**config.mk**
```make
export PLATFORM = sky130hd
export DESIGN_NAME = battle_round_ctrl
export DESIGN_NICKNAME = d
export VERILOG_FILES = /design/src/rtl/battle_round_ctrl_pkg.sv /design/src/rtl/hp_sat_sub.sv /design/src/rtl/battle_round_ctrl.sv
export SDC_FILE = /design/constraint.sdc
export NUM_CORES = 1
export LEC_CHECK = 0
export ABC_CLOCK_PERIOD_IN_PS = 3600
export BUFFER_PORTS_ARGS = -buffer_cell sky130_fd_sc_hd__buf_2
export CAP_MARGIN = 20
export CORE_MARGIN = 8
export CORE_UTILIZATION = 26
export DETAILED_ROUTE_END_ITERATION = 8
export PLACE_DENSITY = 0.4
export SYNTH_ARGS = -nofsm -noshare
export SYNTH_HDL_FRONTEND = slang
export SYNTH_HIERARCHICAL = 1
export SYNTH_SLANG_ARGS = --single-unit
```
**constraint.sdc**
```tcl
create_clock -name clk -period 3.6 [get_ports clk]
set_input_delay 0.18 -clock clk [delete_from_list [all_inputs] [get_ports clk]]
set_output_delay 0.18 -clock clk [all_outputs]
set_load 0.03 [all_outputs]
```
**src/rtl/battle_round_ctrl_pkg.sv**
```systemverilog
// battle_round_ctrl_pkg: shared widths, FSM state encoding and winner codes for the battle round controller
package battle_round_ctrl_pkg;
    localparam int DMG_W = 12;
    localparam int HP_W = 12;
    localparam int RC_W = 8;
    localparam logic [2:0] S_IDLE = 3'd0;
    localparam logic [2:0] S_START = 3'd1;
    localparam logic [2:0] S_WAIT = 3'd2;
    localparam logic [2:0] S_ACK = 3'd3;
    localparam logic [2:0] S_APPLY = 3'd4;
    localparam logic [2:0] S_OVER = 3'd5;
    localparam logic [1:0] WIN_NONE = 2'b00;
    localparam logic [1:0] WIN_PLAYER = 2'b01;
    localparam logic [1:0] WIN_ENEMY = 2'b10;
    localparam logic [1:0] WIN_DRAW = 2'b11;
    function automatic logic [RC_W-1:0] satInc(input logic [RC_W-1:0] v);
        return &v ? v : v + 1'b1;
    endfunction
endpackage

```
**src/rtl/hp_sat_sub.sv**
```systemverilog
// hp_sat_sub: saturating hit-point subtractor that clamps at zero and flags a zero result
module hp_sat_sub
    import battle_round_ctrl_pkg::*;
(
    input  logic [HP_W-1:0]  hp,
    input  logic [DMG_W-1:0] dmg,
    output logic [HP_W-1:0]  diff,
    output logic             zero
);
    // clamp at zero instead of wrapping when damage exceeds remaining hp
    always_comb begin
        diff = (hp > dmg) ? hp - dmg : '0;
        zero = (diff == '0);
    end
endmodule

```
**src/rtl/battle_round_ctrl.sv**
```systemverilog
// battle_round_ctrl: sequences one battle round per tick through the damage calculator and tracks base hp
module battle_round_ctrl
    import battle_round_ctrl_pkg::*;
#(
    parameter int HP_INIT = 1000,
    parameter int TIMEOUT = 255
) (
    input  logic             clk,
    input  logic             rst,
    input  logic             roundTick,
    input  logic             calcDone,
    input  logic [DMG_W-1:0] totalUnitDamage,
    input  logic [DMG_W-1:0] totalEnemyDamage,
    output logic             calcStart,
    output logic             calcAck,
    output logic [HP_W-1:0]  playerHp,
    output logic [HP_W-1:0]  enemyHp,
    output logic [RC_W-1:0]  roundCount,
    output logic             busy,
    output logic             gameOver,
    output logic [1:0]       winner,
    output logic             timeoutErr
);
    localparam int CNT_W = $clog2(TIMEOUT + 1);
    localparam logic [CNT_W-1:0] CNT_LAST = CNT_W'(TIMEOUT - 1);
    localparam logic [HP_W-1:0] HP_RST = HP_W'(HP_INIT);

    logic [2:0]       state;
    logic [2:0]       nextState;
    logic [CNT_W-1:0] waitCnt;
    logic             waitExpired;
    logic [DMG_W-1:0] unitDmg;
    logic [DMG_W-1:0] enemyDmg;
    logic [HP_W-1:0]  enemyNext;
    logic [HP_W-1:0]  playerNext;
    logic             enemyZero;
    logic             playerZero;

    hp_sat_sub uEnemySub (
        .hp   (enemyHp),
        .dmg  (unitDmg),
        .diff (enemyNext),
        .zero (enemyZero)
    );

    hp_sat_sub uPlayerSub (
        .hp   (playerHp),
        .dmg  (enemyDmg),
        .diff (playerNext),
        .zero (playerZero)
    );

    assign calcStart = (state == S_START);
    assign calcAck = (state == S_ACK);
    assign busy = (state != S_IDLE) && (state != S_OVER);
    assign gameOver = (state == S_OVER);
    assign waitExpired = (waitCnt == CNT_LAST);

    // round sequencing; calcDone beats an expiring timeout in the same cycle
    always_comb begin
        nextState = state;
        case (state)
            S_IDLE:  nextState = roundTick ? S_START : S_IDLE;
            S_START: nextState = S_WAIT;
            S_WAIT:  nextState = calcDone ? S_ACK : (waitExpired ? S_IDLE : S_WAIT);
            S_ACK:   nextState = S_APPLY;
            S_APPLY: nextState = (enemyZero || playerZero) ? S_OVER : S_IDLE;
            S_OVER:  nextState = S_OVER;
            default: nextState = S_IDLE;
        endcase
    end

    // state register
    always_ff @(posedge clk) begin
        if (rst) state <= S_IDLE;
        else state <= nextState;
    end

    // wait counter is held at zero outside WAIT, so every WAIT entry starts from zero
    always_ff @(posedge clk) begin
        if (rst || state != S_WAIT) waitCnt <= '0;
        else waitCnt <= waitCnt + 1'b1;
    end

    // capture both damage values on the cycle the calculator reports done
    always_ff @(posedge clk) begin
        if (rst) begin
            unitDmg <= '0;
            enemyDmg <= '0;
        end else if (state == S_WAIT && calcDone) begin
            unitDmg <= totalUnitDamage;
            enemyDmg <= totalEnemyDamage;
        end
    end

    // apply latched damage, count the round and decide the winner from post-update hp
    always_ff @(posedge clk) begin
        if (rst) begin
            playerHp <= HP_RST;
            enemyHp <= HP_RST;
            roundCount <= '0;
            winner <= WIN_NONE;
        end else if (state == S_APPLY) begin
            playerHp <= playerNext;
            enemyHp <= enemyNext;
            roundCount <= satInc(roundCount);
            winner <= playerZero ? (enemyZero ? WIN_DRAW : WIN_ENEMY)
                                 : (enemyZero ? WIN_PLAYER : WIN_NONE);
        end
    end

    // sticky record that the calculator failed to answer in time
    always_ff @(posedge clk) begin
        if (rst) timeoutErr <= 1'b0;
        else if (state == S_WAIT && !calcDone && waitExpired) timeoutErr <= 1'b1;
    end
endmodule

```
==> Flow_metrics.wiki <==
{| class="wikitable"
! Metric !! Value
|-
| Vias post-DR || 3,889
|-
| Total global routing overflow || 0
|-
| Cell family contributing the most delay on the critical path || compound AO/OA/AOI/OAI gates
|-
| Cell-by-cell listing of the critical path || inv_1 -> ha_1 -> inv_1 -> fa_1 -> a211oi_2 -> nor2_1 -> or4_1 -> a31o_1 -> a21oi_2 -> xor2_1 -> a41o_1 -> o311ai_0 -> a21oi_1
|-
| Startpoint type of the worst setup path || flop
|-
| Cell area after synthesis || 0.004138 mm²
|-
| Proportion of power drawn by the clock network || 0.460
|-
| Count of pins over their slew limit || 0
|-
| Standard-cell row count || 46
|-
| Initial cell density of the core || 0.2633
|-
| Number of setup buffers added after CTS || 0
|-
| Crit path arrival time || 3.29 ns
|-
| Switching fraction of total power || 0.2599
|-
| Post-synth ARST share || 0
|-
| Synthesized instance count || 546
|-
| Number of hold violations in the final report || 0
|-
| First-pass GRT wire length || 20,180 µm
|-
| Clock-pin transition on the worst setup and hold timing paths || 0.06 ns
|-
| Final cell count without fillers || 824
|-
| Critical-path top delay cell || fa_1
|-
| Diode insertion count for antenna repair || 0
|-
| Register bit count reported by yosys || 70
|-
| Maximum vdd ir drop || 204.4 µV
|-
| Most frequent cells in the layout || 114 x nand2_1, 70 x dfxtp_1, 66 x buf_2
|-
| Cell leakage power || 0.001924 µW
|-
| Count of buffers from port buffering || 66
|-
| Number of global-route vias before repair || 3,992
|-
| Warnings from Yosys || 6
|-
| Hold Path Class || input pin to flop
|-
| Antenna Violating Nets Remaining || 0
|-
| Final wirelength || 11,980 µm
|-
| Die Span X || 142.2 µm
|-
| Layout cell share with drive strength beyond 1 || 0.1678
|-
| Remaining max-slew budget at the tightest pin || 0.3992
|-
| Area of the placeable core || 0.01571 mm²
|-
| Maximum number of pins on one net before global-route repair || 53
|-
| Synthesized net count || 603
|-
| Largest stage delay on the critical path || 0.43 ns
|-
| Combinational cell fraction of total power || 0.133
|-
| Minimum setup slack after placement || 0.4837 ns
|-
| Clk_lat worst skew || 0.34 ns
|-
| Worst Setup Slack, final || 0.5072 ns
|-
| Final critical-path required period || 3.093 ns
|-
| Int Pwr || 1464 µW
|-
| Vertical die dimension || 142.2 µm
|-
| Part of the total power dissipated in sequential elements || 0.407
|-
| Total power per unit cell area || 396.9 mW/mm²
|-
| Layout Area Growth over Synthesis || 20.44%
|-
| Most common library cell in the layout ignoring fill and taps || nand2_1
|-
| Fraction of the yosys area taken by sequential cells || 0.3387
|-
| Number of distinct standard cells referenced by the synthesized netlist || 55
|-
| Post-route cell area || 0.004984 mm²
|-
| Buffers from clock root to sink, at most || 2
|-
| CTS H-tree depth || 3
|-
| Critical path type || flop to flop
|-
| Die area || 0.02021 mm²
|-
| Number of vias per cell || 4.720
|-
| Worst endpoint required time || 3.80 ns
|-
| Antenna violations before repair || 0
|-
| Drc violations || 0
|-
| Post-CTS Resized || 0
|-
| Number of buffers added by the clock tree synthesis step || 9
|-
| Element type at the critical path end || flop
|-
| Placed Cells incl. Taps || 808
|-
| Tot GR Track Use || 0.1262
|-
| Fin Setup TNS || 0 ns
|-
| Number of sinks driven by the clock tree || 70
|-
| RD Place Congestion || 0.8084
|-
| Synthesized area per cell || 7.578 µm²
|-
| Transition time at the pin with the least slew margin || 0.8998 ns
|-
| Switching power of the nets || 514.1 µW
|-
| Fin crit share || 0.8591
|-
| Count of endpoints failing setup in the final report || 0
|-
| Highest achievable clock rate || 323.3 MHz
|-
| CTS root buffer || clkbuf_16
|-
| Post-Route Skew || 0.004764 ns
|-
| EDFF count, synth || 0
|-
| Routed wire per std cell || 14.54 µm
|-
| Pre-Repair DR Iteration Count || 4
|-
| Most frequently used flop master after synthesis || dfxtp_1
|-
| Number of buffers added to fix hold violations after cts || 0
|-
| Cell seen most often among critical-path stages || inv_1
|-
| Buffers & Inverters on Critical Path || 2
|-
| Boundary Pins || 67
|-
| Status || completed
|-
| Peak fanout along the critical path || 3
|-
| Max Cap Violations || 0
|-
| CTS tree || done
|-
| RSZ-0062 raised after global routing || no
|-
| Initial DRC Count || 170
|-
| Nets || 660
|-
| Placement-stage cell area || 0.004682 mm²
|-
| Core Util, Final || 0.3172
|-
| Placed wire-length estimate || 8827 µm
|}
-- layer usage --
layer  routed length (µm)  GRT usage  share of wire  vias to the layer above
li1                     -          -              -                     1992
met1                 5436     0.1478           0.45                     1823
met2                 5924     0.2150           0.49                       70
met3                  559    0.04260          0.047                        4
met4                   59    0.03392         0.0049                        0
met5                    0          0              0                        -
-- synth_stat cells, drive strengths merged (3+ instances only) --
cell / n / share of area
nor2: 43 / 0.039
xor2: 8 / 0.017
o21ai: 17 / 0.021
nand4: 6 / 0.0091
a21oi: 61 / 0.076
a311oi: 3 / 0.0064
or3: 4 / 0.0060
buf: 8 / 0.011
nor3: 5 / 0.0060
a21o: 8 / 0.015
xnor2: 14 / 0.030
nand2: 114 / 0.10
nand3: 21 / 0.025
nor4: 4 / 0.0060
and3: 6 / 0.0091
ha: 27 / 0.082
dfxtp: 70 / 0.34
nor2b: 6 / 0.0091
or4: 4 / 0.0073
clkbuf: 16 / 0.015
inv: 39 / 0.035
o21a: 4 / 0.0079
a21boi: 4 / 0.0073
mux2: 3 / 0.0082
a211oi: 10 / 0.023
nand2b: 6 / 0.0091
nand3b: 4 / 0.0073
-- through the flow --
stage	hold WS (ns)	total power (µW)
6_report	0.07513	1978
3_3_place_gp	0.4218	1090
2_1_floorplan	0.3160	1014
4_1_cts	0.05052	2025
3_5_place_dp	0.4266	1088
5_1_grt	0.06434	2092
-- sequential cells by signal, summed over array words and instances (netlist names) --
| register | count |
|---|---|
| playerHp | 12 |
| winner | 2 |
| timeoutErr | 1 |
| enemyHp | 12 |
| waitCnt | 8 |
| roundCount | 8 |
| unitDmg | 12 |
| enemyDmg | 12 |
| state | 3 |
-- power groups by stage --
stage / sequential [µW] / combinational, µW / clock [µW]
6_report: 805 / 263 / 910
5_1_grt: 807 / 299 / 986
4_1_cts: 805 / 268 / 952
3_5_place_dp: 822 / 266 / 0
3_3_place_gp: 822 / 268 / 0
2_1_floorplan: 822 / 191 / 0
-- tightest hold or removal path: stages --
cell     delay [ns]
buf_2          0.09
nand2_1        0.05
a21oi_1        0.05
-- cell type report --
class	instances	area (µm²)
Multi-Input combinational cell	413	2504
Inverter	39	146.4
Tap cell	216	270.3
Clock inverter	4	45.04
Clock buffer	12	256.5
Sequential cell	70	1401
Timing Repair Buffer	70	360.3
Fill cell	1726	10730
-- kinds of logic after synthesis --
logic type,after synthesis,synth area share
buf+inv,63,0.06108
simple gates,233,0.2592
flops,70,0.3387
xor+xnor,22,0.04657
compound gates,124,0.1902
fa+ha+maj,29,0.09132
mux,5,0.01300
-- path summary, 6_finish.rpt --
kind | depth (start not counted) | from | slack [ns] | to
min | 3 | totalEnemyDamage[8] | 0.08 | enemyDmg[8]
min reg2reg | 2 | enemyDmg[3] | 0.45 | enemyDmg[3]
max | 13 | playerHp[0] | 0.51 | state[2]
max reg2reg | 13 | playerHp[0] | 0.51 | state[2]
(Power assumes the default switching activity.)
